### config.mk
export PLATFORM = sky130hd
export DESIGN_NAME = power_switch_ctrl
export DESIGN_NICKNAME = d
export VERILOG_FILES = /design/src/rtl/power_switch_ctrl.sv
export SDC_FILE = /design/constraint.sdc
export NUM_CORES = 1
export LEC_CHECK = 0
export ABC_AREA = 1
export CAP_MARGIN = 20
export CORE_MARGIN = 2
export CORE_UTILIZATION = 35
export DETAILED_ROUTE_END_ITERATION = 6
export SLEW_MARGIN = 30
export SYNTH_ARGS = -nofsm -noshare
export SYNTH_HDL_FRONTEND = slang
export SYNTH_SLANG_ARGS = --single-unit
export TNS_END_PERCENT = 10
### constraint.sdc
create_clock -name clk -period 2.7 [get_ports clk]
set_input_delay 0.27 -clock clk [delete_from_list [all_inputs] [get_ports clk]]
set_output_delay 0.27 -clock clk [all_outputs]
set_load 0.005 [all_outputs]
### src/rtl/power_switch_ctrl.sv
// Staged power-switch controller: turns N_STAGES switch segments on (wake)
// or off (sleep) one at a time with a programmable spacing, and answers the
// power-gate sequencer with a level acknowledge once the state is reached.
// Optional build macro: PSW_CHAIN_ACK_EN adds the sw_chain_ack input and
// gates the final ON/OFF transition on the switch daisy-chain acknowledge.
module power_switch_ctrl #(
    parameter int N_STAGES = 4,
    parameter int DLY_W    = 4
) (
    input  logic                clk,
    input  logic                rst,
    input  logic                sleep_req,
    output logic                sleep_ack,
    input  logic [DLY_W-1:0]    dly_cfg,
    output logic [N_STAGES-1:0] sw_en,
    output logic                busy
`ifdef PSW_CHAIN_ACK_EN
    ,
    input  logic                sw_chain_ack
`endif
);

    // Three-bit encoding leaves spare codes; any of them recovers via PWR_DN.
    typedef enum logic [2:0] {
        ST_OFF    = 3'd0,
        ST_PWR_UP = 3'd1,
        ST_ON     = 3'd2,
        ST_PWR_DN = 3'd3
    } state_t;

    state_t              state_reg, state_next;
    logic [DLY_W-1:0]    cnt_reg, cnt_next;
    logic [N_STAGES-1:0] sw_en_reg, sw_en_next;
    logic                ack_reg, ack_next;
    logic                busy_reg, busy_next;

    logic [N_STAGES-1:0] sw_up;
    logic [N_STAGES-1:0] sw_dn;
    logic                all_on;
    logic                all_off;
    logic                chain_hi;
    logic                chain_lo;

    // One-step thermometer neighbours: sw_up turns on the lowest clear
    // segment, sw_dn turns off the highest set one.
    for (genvar gi = 0; gi < N_STAGES; gi++) begin : g_step
        if (gi == 0) begin : g_up_lo
            assign sw_up[gi] = 1'b1;
        end else begin : g_up_hi
            assign sw_up[gi] = sw_en_reg[gi-1];
        end
        if (gi == N_STAGES - 1) begin : g_dn_hi
            assign sw_dn[gi] = 1'b0;
        end else begin : g_dn_lo
            assign sw_dn[gi] = sw_en_reg[gi+1];
        end
    end

    assign all_on  = &sw_en_reg;
    assign all_off = ~|sw_en_reg;

`ifdef PSW_CHAIN_ACK_EN
    // The last switch cell must confirm the chain before the state is final.
    assign chain_hi = sw_chain_ack;
    assign chain_lo = ~sw_chain_ack;
`else
    assign chain_hi = 1'b1;
    assign chain_lo = 1'b1;
`endif

    // State and output registers; reset drops every switch at once.
    always_ff @(posedge clk or negedge rst) begin
        if (!rst) begin
            state_reg <= ST_OFF;
            cnt_reg   <= '0;
            sw_en_reg <= '0;
            ack_reg   <= 1'b1;
            busy_reg  <= 1'b0;
        end else begin
            state_reg <= state_next;
            cnt_reg   <= cnt_next;
            sw_en_reg <= sw_en_next;
            ack_reg   <= ack_next;
            busy_reg  <= busy_next;
        end
    end

    // Next-state logic: counter-spaced stepping, reversals and final handshakes.
    always_comb begin
        state_next = state_reg;
        cnt_next   = cnt_reg;
        sw_en_next = sw_en_reg;
        ack_next   = ack_reg;
        busy_next  = busy_reg;
        case (state_reg)
            ST_OFF: begin
                if (!sleep_req) begin
                    state_next = ST_PWR_UP;
                    sw_en_next = sw_up;
                    cnt_next   = dly_cfg;
                    busy_next  = 1'b1;
                end
            end
            ST_PWR_UP: begin
                busy_next = 1'b1;
                if (sleep_req) begin
                    state_next = ST_PWR_DN;
                    sw_en_next = sw_dn;
                    cnt_next   = dly_cfg;
                end else if (cnt_reg != '0) begin
                    cnt_next = cnt_reg - DLY_W'(1);
                end else if (!all_on) begin
                    sw_en_next = sw_up;
                    cnt_next   = dly_cfg;
                end else if (chain_hi) begin
                    state_next = ST_ON;
                    ack_next   = 1'b0;
                    busy_next  = 1'b0;
                end
            end
            ST_ON: begin
                if (sleep_req) begin
                    state_next = ST_PWR_DN;
                    sw_en_next = sw_dn;
                    cnt_next   = dly_cfg;
                    busy_next  = 1'b1;
                end
            end
            ST_PWR_DN: begin
                busy_next = 1'b1;
                if (!sleep_req) begin
                    state_next = ST_PWR_UP;
                    sw_en_next = sw_up;
                    cnt_next   = dly_cfg;
                end else if (cnt_reg != '0) begin
                    cnt_next = cnt_reg - DLY_W'(1);
                end else if (!all_off) begin
                    sw_en_next = sw_dn;
                    cnt_next   = dly_cfg;
                end else if (chain_lo) begin
                    state_next = ST_OFF;
                    ack_next   = 1'b1;
                    busy_next  = 1'b0;
                end
            end
            default: begin
                // Corrupted state: power down safely from whatever is on now.
                state_next = ST_PWR_DN;
                cnt_next   = dly_cfg;
                busy_next  = 1'b1;
            end
        endcase
    end

    // Outputs come straight from registers.
    always_comb begin
        sw_en     = sw_en_reg;
        sleep_ack = ack_reg;
        busy      = busy_reg;
    end

endmodule

==> reports/metrics.yaml, run 1 <==
placed_design:
  port_buffers: 12
  gp_congestion: 0.8302
  preCtsSetupSlack_ns: 1.071
  dp_hpwl_um: 1711
cells_and_area:
  nets: 176
  syn2layout_area_growth_pct: 19.95
  diodes: 0
  drive_above_1_share_pct: 13.75
  fillers: 300
yosys:
  synth_area_leaders: "dfrtp_1, nand2_1, ha_1"
  syn-mean-instance-area_um2: 6.795
  ys_seq_area_share_pct: 30.82
  synth_fp_nets: 159
  synth_seq_cells: 12
  synthDistinctLibCells: 23
  synth_cells: 144
  synth_area_um2: 978.4
  ys_warn_count: 0
  synth_area_leader_cell: "dfrtp_1"
  synth_top_area_share_pct: 28.13
worst_setup_path:
  cp-start-kind: "flip-flop"
  cp_slowest_cell: "dfrtp_1"
  cp_max_fo: 4
  cp_cell_sequence: "inv_1, ha_1, inv_1, nand2_1, nand2_1, nand2_1, nor2_1, nand2_1, nand2_1, nand2_1, inv_1"
  critPathArrivalTime_ns: 1.80
  crit_required_ns: 2.92
  max_stage_delay_ns: 0.40
  critPathCaptureType: "flip-flop"
  setup.worst_path.class: "reg2reg"
  path_common_cell: "nand2_1"
clock_tree:
  cts_tree: "yes"
  clkLatencyLatePin_ns: 0.28
  cts_setup_buffers: 0
  cts_root_buffer: "clkbuf_4"
  htreeDepth: 1
  hold_buffers: 0
  cts.sink_count: 12
  cts_resized: 0
  clk_path_buf_depth: 2
  cts_buffers: 3
  clkTransAtPathRegs_ns: 0.08
sta:
  layout_setup_ws_ns: 1.116
  clock-skew-final_ns: 0.01215
  finalSetupTns_ns: 0
  rsz0062_at_grt: "no"
  tightest_slew_ns: 0.5873
  period_needed_ns: 1.584
  finalCritPeriodShare_pct: 58.66
  finalSetupViolCount: 0
  whs_ns: 0.3585
  slew_viol_final: 0
  slew_headroom_pct: 60.73
  hold_violations: 0
  fmax_ghz: 0.6314
drt:
  first_pass_iters: 4
  post-route-drc-count: 0
  wirelength_um: 2132
  final_antenna_net_count: 0
  avgRoutedWirePerCell_um: 11.16
  drt_iter0_drc: 26
  vias: 907
  via_per_inst: 4.749
pwr:
  ir_drop_mv: 0.5900
  p_per_area_nw_per_um2: 1110
  leakagePower_nw: 0.6193
die:
  die_y_um: 56.87
  die_area_um2: 3234
  initial_core_util_pct: 36.10
  num_rows: 19
  core_area_um2: 2710
  die-width_um: 56.87
  io_pins: 13
grt:
  grt_max_degree: 13
  antenna_found_initial: 0
  grt_pass1_wl_um: 3905
  grt_use_total_pct: 15.54
  grt_pass1_vias: 896
  grt_overflow: 0
hold_path:
  hold_class: "in2async"
run:
  max-cap-violations: 0
outcome:
  status: "finished, final reports clean"
## power breakdown
group / total (mW) / leakage [nW] / switching [mW] / internal (mW)
logic: 0.810 / 0.453 / 0.495 / 0.315
registers: 0.349 / 0.145 / 0.0841 / 0.265
clock network: 0.143 / 0.0210 / 0.0615 / 0.0820
total: 1.30 / 0.619 / 0.641 / 0.662
## layout make-up
| type | instances | area [µm²] | area share (%) |
|---|---|---|---|
| inverters | 21 | 78.83 | 6.716 |
| well taps | 31 | 38.79 | 3.305 |
| clock buffers | 4 | 36.28 | 3.092 |
| repair buffers | 12 | 120.1 | 10.23 |
| flip-flops and latches | 12 | 301.5 | 25.69 |
| multi-input cells | 111 | 598.1 | 50.96 |
## Yosys cell counts
library cell and instances:
o21bai_1 1, dfrtp_1 11, o21ai_0 3, nand2_4 4, nor2_2 1, nor2_1 12
nor2_4 2, nand3b_1 1, dfstp_2 1, xnor2_1 1, clkinv_1 2, nand3_1 8
a21oi_2 1, nand2_1 55, inv_2 4, nand3_2 1, o21ai_2 1, o21ai_1 5
inv_1 15, nand2_2 3, nand4_1 2, a21oi_1 2, ha_1 8
## cell families after synthesis
| logic type | count (synthesis) | share of synthesized area [%] |
|---|---|---|
| and+or+nand+nor | 89 | 42.33 |
| buffers and inverters | 21 | 8.056 |
| AOI/OAI and AO/OA | 13 | 7.672 |
| DFF | 12 | 30.82 |
| adders and majority gates | 8 | 10.23 |
| xor gates and xnor gates | 1 | 0.8953 |
## per-layer routing
| layer | track usage, % | vias up | wire [µm] |
|---|---|---|---|
| met4 | 3.987 | 0 | 13 |
| met3 | 4.608 | 4 | 99 |
| met1 | 19.74 | 413 | 1008 |
| met2 | 25.75 | 17 | 1011 |
| met5 | 0 | - | 0 |
| li1 | - | 473 | - |
## worst paths after layout
kind                              startpoint            to  slack, ns  cells past startpoint
worst max-delay path            state_reg[1]     sleep_ack       1.12                     11
worst min-delay path                     rst  state_reg[0]       0.36                      1
worst max register to register  state_reg[1]     sleep_ack       1.12                     11
worst min register to register          busy          busy       0.53                      2
max in group asynchronous                rst    cnt_reg[0]       1.95                      1
min in group clk                        busy          busy       0.53                      2
## metrics by stage
stage	cell area, µm²	std cells	power, mW	util (%)
after floorplan	978.4	144	0.9422	-
after global placement	1137	187	1.157	41.97
after detailed placement	1137	187	1.167	41.97
after CTS	1174	191	1.318	43.31
after global routing	1174	191	1.462	43.31
final	1174	191	1.303	43.31
## cell usage in the layout, fill, tap and decap left out, drive strengths merged
cell type      instances
nand2                 62
clkdlybuf4s50         12
dfstp                  1
o21ai                  9
xnor2                  1
clkinv                 2
nand3b                 1
dfrtp                 11
nor2                  15
o21bai                 1
a21oi                  3
nand3                  9
inv                   19
nand4                  2
ha                     8
clkbuf                 4
## critical path: cells and delay by family (launching register included)
kind                     cells  cell delay, ns
AND/OR/NAND/NOR              7            0.61
flip-flops                   1            0.40
buffers and inverters        3            0.25
adder cells (fa/ha/maj)      1            0.27
Power figures use the tool's default switching activity.
==> inputs of run 2 (changes only) <==
clock period = 1.4 ns   (was 2.7 ns; I/O delays follow)
==> run 2 against run 1 <==
Against the previous run:
- the flow now finishes with violations (setup timing)
- cell count rose by 9.4%
- critical path depth fell by 3
- maximum frequency rose by 9.7%
- critical path type unchanged
- largest power group unchanged
==> reports/metrics.yaml, run 2 (synthesis results as in run 1) <==
clock_tree:
  cts_root_buffer: "clkbuf_4"
  hold_buffers: 0
  htreeDepth: 1
  clkTransAtPathRegs_ns: 0.08
  cts_tree: "yes"
  cts_buffers: 3
  clkLatencyLatePin_ns: 0.29
  cts.sink_count: 12
  clk_path_buf_depth: 2
grt:
  grt-busiest-layer: "met2"
  grt_pass1_vias: 983
  grt_overflow: 0
  antenna_found_initial: 0
  grt_max_degree: 13
  use_met1_pct: 18.41
  grt_pass1_wl_um: 4015
  grt_use_met2_pct: 27.08
  grt_use_met3_pct: 4.839
  grt_use_total_pct: 15.91
cells_and_area:
  layout_common_cells: "nand2_1, buf_4, inv_1"
  multi_input_area_um2: 645.6
  drive_above_1_share_pct: 30.34
  nets: 194
  final_common_cell: "nand2_1"
  diodes: 0
  fillers: 277
  layoutNonFillerInstCount: 209
  regArea_um2: 302.8
  syn2layout_area_growth_pct: 39.00
  finish.instance_area_um2: 1360
outcome:
  status: "finished, violations left"
  violations: "setup timing"
pwr:
  switching_power_mw: 1.408
  power.internal_mw: 1.585
  ir_drop_mv: 1.335
  pwr-share-clk_pct: 9.7
  p_per_area_nw_per_um2: 2201
  seq_power_share_pct: 22.8
  pwr-share-comb_pct: 67.5
  swShare_pct: 47.04
  leakagePower_nw: 0.7264
sta:
  hold_violations: 0
  tightest_slew_ns: 0.2265
  rsz0062_at_grt: "yes"
  slew_headroom_pct: 84.80
  period_needed_ns: 1.443
  slew_viol_final: 0
  clock-skew-final_ns: 0.005859
  layout_setup_ws_ns: -0.04311
  finalSetupTns_ns: -0.2436
  finalSetupViolCount: 9
  whs_ns: 0.1429
  fmax_ghz: 0.6929
  finalCritPeriodShare_pct: 103.1
placed_design:
  dp_hpwl_um: 1840
  preCtsSetupSlack_ns: -0.1360
  dpl.cell_count: 203
  port_buffers: 12
  dpl-instance-area_um2: 1257
  gp_congestion: 0.7753
die:
  io_pins: 13
  core_area_um2: 2710
  die_area_um2: 3234
  die_y_um: 56.87
  num_rows: 19
  initial_core_util_pct: 36.10
  die-width_um: 56.87
worst_setup_path:
  critPathArrivalTime_ns: 1.62
  cp-start-kind: "flip-flop"
  cp_max_fo: 4
  critPathCaptureType: "flip-flop"
  worstRegToRegCells: 8
  startpoint: "state_reg[0]"
  regToRegStartpoint: "state_reg[0]"
  r2r-end: "sw_en[0]"
  reg2reg_slack_ns: -0.04
  setup.worst_path.class: "reg2reg"
  crit_required_ns: 1.58
drt:
  wirelength_um: 2384
  first_pass_iters: 4
  vias: 993
  drt_iter0_drc: 19
  post-route-drc-count: 0
  avgRoutedWirePerCell_um: 11.41
  via_per_inst: 4.751
  final_antenna_net_count: 0
hold_path:
  hold_class: "in2async"
run:
  max-cap-violations: 0
==> run 2: per-stage QoR <==
| step | util, % | total power, mW |
|---|---|---|
| 2_1_floorplan | - | 1.817 |
| 3_3_place_gp | 46.40 | 2.503 |
| 6_report | 50.18 | 2.993 |
| 4_1_cts | 48.20 | 2.855 |
| 3_5_place_dp | 46.40 | 2.545 |
| 5_1_grt | 50.18 | 3.293 |
==> run 2: how the worst max path moves through the flow <==
stage            endpoint  slack [ns]  depth (start not counted)
2_1_floorplan   sleep_ack        0.07                         11
3_3_place_gp     sw_en[0]       -0.11                          8
3_5_place_dp     sw_en[3]       -0.14                          8
4_1_cts        cnt_reg[1]       -0.05                          8
5_1_grt        cnt_reg[3]       -0.18                         10
6_report         sw_en[0]       -0.04                          8
==> run 2: timing repair <==
| item | CTS | global route |
|---|---|---|
| endpoints found under the hold margin | 0 | 0 |
| gates resized for setup | 6 | 16 |
| setup buffers | 1 | 1 |
| setup endpoints to repair | 14 | 14 |
| pin swaps | 3 | 3 |
==> run 2: metal layers <==
layer | routed length [µm] | share of wire [%]
met1 | 1039 | 44
met2 | 1188 | 50
met3 | 108 | 4.5
met4 | 48 | 2.0
met5 | 0 | 0
==> run 2: cell type report <==
cell class	instances	share of cell area (%)
flip-flops and latches	12	22.26
multi-input cells	111	47.47
well taps	31	2.852
repair buffers	30	18.95
inverters	21	5.796
clock buffers	4	2.668
==> run 2: power by group through the flow <==
stage	Sequential [mW]	Combinational [mW]	Clock, mW
2_1_floorplan	0.645	1.17	0
3_3_place_gp	0.676	1.83	0
3_5_place_dp	0.685	1.86	0
4_1_cts	0.674	1.88	0.296
5_1_grt	0.702	2.28	0.312
6_report	0.684	2.02	0.290
==> run 2: worst max-delay path, stage by stage, from the launching register on <==
cell	delay [ns]
dfrtp_1	0.41
buf_4	0.15
ha_4	0.17
nand2_4	0.09
nand2_2	0.08
nand2_4	0.10
nand4_1	0.18
nand2_1	0.10
nand2_1	0.05
